**config.mk**
```make
export PLATFORM = sky130hd
export DESIGN_NAME = serial_adder_ctrl
export DESIGN_NICKNAME = d
export VERILOG_FILES = /design/src/rtl/serial_adder_ctrl.sv
export SDC_FILE = /design/constraint.sdc
export NUM_CORES = 1
export LEC_CHECK = 0
export ABC_AREA = 1
export CAP_MARGIN = 25
export CORE_MARGIN = 1
export CORE_UTILIZATION = 35
export DETAILED_ROUTE_END_ITERATION = 12
export SYNTH_ARGS = -nofsm -noshare
export SYNTH_HDL_FRONTEND = slang
export SYNTH_SLANG_ARGS = --single-unit
```
**constraint.sdc**
```tcl
create_clock -name clk -period 1.52 [get_ports clk]
set_input_delay 0.304 -clock clk [delete_from_list [all_inputs] [get_ports clk]]
set_output_delay 0.304 -clock clk [all_outputs]
set_load 0.01 [all_outputs]
```
**src/rtl/serial_adder_ctrl.sv**
```systemverilog
// Bit-serial adder/subtractor: one full-adder cell is reused over WIDTH cycles, LSB first,
// with the running carry kept in a flip-flop and a start/busy/done handshake.
module serial_adder_ctrl #(
    parameter int unsigned WIDTH = 8,
    parameter int unsigned CNTW  = 5
) (
    input  logic             clk,
    input  logic             reset_n,
    input  logic             start,
    input  logic             sub,
    input  logic [WIDTH-1:0] a,
    input  logic [WIDTH-1:0] b,
    input  logic             carryin,
    output logic             busy,
    output logic             done,
    output logic [WIDTH-1:0] sum,
    output logic             carryout,
    output logic             overflow
);

    typedef enum logic [1:0] {StIdle, StRun, StDone} state_e;

    localparam logic [CNTW-1:0] LastCnt = CNTW'(WIDTH - 1);
    localparam logic [CNTW-1:0] MsbCnt  = CNTW'(WIDTH - 2);

    state_e           state_q;
    logic [CNTW-1:0]  cnt_q;
    logic             carry_q;
    logic             c_msb_q;
    logic [WIDTH-1:0] a_q;
    logic [WIDTH-1:0] b_q;
    logic [WIDTH-1:0] psum_q;

    logic cell_s;
    logic cell_c;

    // The shared full-adder cell.
    assign cell_s = a_q[0] ^ b_q[0] ^ carry_q;
    assign cell_c = (a_q[0] & b_q[0]) | (carry_q & (a_q[0] ^ b_q[0]));

    always_ff @(posedge clk or negedge reset_n) begin
        if (!reset_n) begin
            state_q  <= StIdle;
            cnt_q    <= '0;
            carry_q  <= 1'b0;
            c_msb_q  <= 1'b0;
            a_q      <= '0;
            b_q      <= '0;
            psum_q   <= '0;
            busy     <= 1'b0;
            done     <= 1'b0;
            sum      <= '0;
            carryout <= 1'b0;
            overflow <= 1'b0;
        end else begin
            unique case (state_q)
                StIdle, StDone: begin
                    done <= 1'b0;
                    if (start) begin
                        a_q     <= a;
                        b_q     <= sub ? ~b : b;
                        carry_q <= sub ? 1'b1 : carryin;
                        cnt_q   <= '0;
                        busy    <= 1'b1;
                        state_q <= StRun;
                    end else begin
                        state_q <= StIdle;
                    end
                end
                StRun: begin
                    psum_q  <= {cell_s, psum_q[WIDTH-1:1]};
                    a_q     <= a_q >> 1;
                    b_q     <= b_q >> 1;
                    carry_q <= cell_c;
                    cnt_q   <= cnt_q + 1'b1;
                    // Carry out of bit WIDTH-2 is the carry into the MSB.
                    if (cnt_q == MsbCnt) begin
                        c_msb_q <= cell_c;
                    end
                    if (cnt_q == LastCnt) begin
                        sum      <= {cell_s, psum_q[WIDTH-1:1]};
                        carryout <= cell_c;
                        overflow <= c_msb_q ^ cell_c;
                        busy     <= 1'b0;
                        done     <= 1'b1;
                        state_q  <= StDone;
                    end
                end
                default: begin
                    busy    <= 1'b0;
                    done    <= 1'b0;
                    state_q <= StIdle;
                end
            endcase
        end
    end

endmodule

```
==> out/metrics.csv <==
stage;metric;value;unit
layout;Ant. Diodes;0;
floorplanning;die width;77.0;microns
setup_path;Worst R2R Path Depth;4;
layout;Area Growth Syn to Fin;28.4;%
clocking;clock buffer depth;2;
layout;Fillers;531;
setup_path;Worst EP required;1.22;ns
setup_path;reg2reg end;overflow;
synth;Post-Syn Nets;255;
synth;Avg Cell Area, Syn;8.53;sq um
clocking;Inserted Clock Buffers;5;
sta;final setup margin;0.0378;ns
power_and_ir_drop;Tot Pwr;4.61;mW
drt;Routed WL;3610;microns
grt;vias in the first global route;1349;
setup_path;startpoint types;flop;
synth;Post-Syn Instances;231;
clocking;postcts setup bufs;0;
floorplanning;I/O pin count;33;
setup_path;critical path's largest stage delay;0.53;ns
drt;drt drc;0;
clocking;Clock Sinks;43;
sta;Final min period;1.48;ns
sta;Fin. Hold Viols;0;
drt;routed length per instance;10.6;microns
clocking;CTS tree;yes;
drt;via count;1535;
grt;initial antenna violation count;0;
power_and_ir_drop;LEAKAGE;1.35;nW
sta;Max Slew Vio Count;0;
sta;final setup skew;0.00368;ns
clocking;clock latency on the worst-skew pair;0.30;ns
layout;final net count;294;
power_and_ir_drop;pwr dens;1820;nW/um^2
grt;total gr overflow;0;
floorplanning;Initial Util;0.374;
sta;unrepaired setup endpoints after global routing;no;
drt;DR vias/cell;4.50;
power_and_ir_drop;VDD IR max;0.612;mV
setup_path;worst path cell trace;clkdlybuf4s50_1;
placement;pre-CTS setup slack;0.0370;ns
setup_path;slowest CP cell;clkdlybuf4s50_1;
setup_path;worst setup path class;reg -> out;
drt;drt first-iter violations;60;
sta;Worst-Margin Slew;0.367;ns
grt;GR Util All Layers;0.134;
setup_path;Reg2Reg Setup Slack;0.20;ns
grt;first-pass GRT wire length;6240;microns
synth;YS warnings;0;
setup_path;crit path launch;carryout;
drt;DRT Pass-1 Iters;4;
sta;relative slew slack;0.755;
sta;fin crit share;0.975;
sta;Finish-stage setup viols;0;
drt;Post-DRT Antenna Nets;0;
synth;synthesized flop and latch total;43;
clocking;clock-pin transition on the worst setup and hold timing paths;0.09;ns
setup_path;crit end category;primary output;
clocking;Root Buffer;clkbuf_8;
setup_path;CP top delay family;buffers and inverters;
synth;sequential share of the synthesized area;0.546;
floorplanning;die area;5930;sq um
layout;layout cells sized above 1;0.103;
layout;Multi-input gate area;790;sq um
sta;Final TNS setup;0;ns
synth;synthesized area;1970;sq um
placement;GPL Wtd Cong;0.722;
synth;unique cell type count in the Yosys netlist;23;
hold_path;worst min-delay path class;in -> async;
floorplanning;die height;77.0;microns
run_status;status;finished, final reports clean;
placement;hpwl dp;2620;microns
flow_run;Max Cap Viol;0;
floorplanning;placement row count;26;
layout;FF/Latch Area;1080;sq um
setup_path;reg-to-reg startpoint;carry_q;
layout;most common cell after layout, fill and taps aside;nand2_1;
setup_path;Crit Path Max Fanout;2;
layout;commonest non-fill, non-tap cells in the layout;101 x nand2_1, 43 x dfrtp_1, 30 x nand3_1;
setup_path;Critical path buffers and inverters;1;
floorplanning;Core Region;5270;sq um
grt;largest net degree at the start of global routing;30;
placement;Port Buffer Count;32;
clocking;H-tree depth;2;
setup_path;arrival time worst endpoint;1.18;ns
sta;Achievable Freq;675;MHz
## cell type report
cell class | instances | area share
Sequential cell | 43 | 0.425
Multi-Input combinational cell | 166 | 0.312
Timing Repair Buffer | 41 | 0.172
Tap cell | 70 | 0.0346
Clock buffer | 5 | 0.0272
Inverter | 13 | 0.0198
Clock inverter | 3 | 0.00940
## per-stage QoR
step	cell area (sq um)	instances	hold WS (ns)	util
after global routing	2530	341	0.497	0.480
after detailed placement	2400	332	0.240	0.456
after CTS	2500	341	0.463	0.475
after floorplan	1970	231	0.00841	-
after global placement	2400	332	0.244	0.456
final	2530	341	0.449	0.480
## worst max path at each step
stage	cells after the start	to	slack (ns)
detailed placement	6	b_q[4]	0.04
finish	1	carryout	0.04
floorplan	4	overflow	0.28
global route	1	carryout	0.003
CTS	1	sum[7]	0.004
global placement	6	b_q[4]	0.05
## cells in the mapped netlist, drive strengths merged
| master | instances | area share |
|---|---|---|
| nand2 | 104 | 0.21 |
| a21oi | 1 | 0.0025 |
| dfrtp | 43 | 0.55 |
| inv | 12 | 0.023 |
| or2 | 2 | 0.0063 |
| xor2 | 5 | 0.022 |
| nand4 | 2 | 0.0063 |
| clkbuf | 1 | 0.0019 |
| nor2 | 8 | 0.023 |
| clkinv | 1 | 0.0025 |
| fa | 1 | 0.010 |
| buf | 8 | 0.026 |
| o21ai | 10 | 0.025 |
| nand3 | 31 | 0.085 |
| ha | 2 | 0.013 |
## power by group
group / internal [mW] / total, mW / switching, mW
logic: 0.825 / 1.86 / 1.03
registers: 1.66 / 2.01 / 0.344
clock network: 0.329 / 0.750 / 0.421
total: 2.82 / 4.61 / 1.80
## state kept, by name, indices dropped and copies added (netlist names)
name / count
a_q: 8
b_q: 8
sum: 8
psum_q: 7
cnt_q: 5
busy: 1
c_msb_q: 1
carry_q: 1
carryout: 1
done: 1
overflow: 1
state_q: 1
## kinds of logic after synthesis
logic type | count (synthesis) | synth area share
adder cells (fa/ha/maj) | 3 | 0.0229
XOR/XNOR | 5 | 0.0222
AO/OA/AOI/OAI | 11 | 0.0279
buffers and inverters | 22 | 0.0533
AND/OR/NAND/NOR | 147 | 0.328
flip-flops | 43 | 0.546
## routing by layer
layer,up-vias,GRT usage,share of wire
met5,-,0,0
met4,0,0.0528,0.016
met3,6,0.0333,0.047
met2,36,0.206,0.44
met1,690,0.179,0.50
li1,803,-,-
## repair_timing
action / CTS / global route
endpoints found under the hold margin: 14 / 0
setup endpoints to repair: 1 / 10
gates resized for setup: 1 / 10
hold buffers: 1 / 0
No activity file was read; power rests on OpenSTA's default activity.
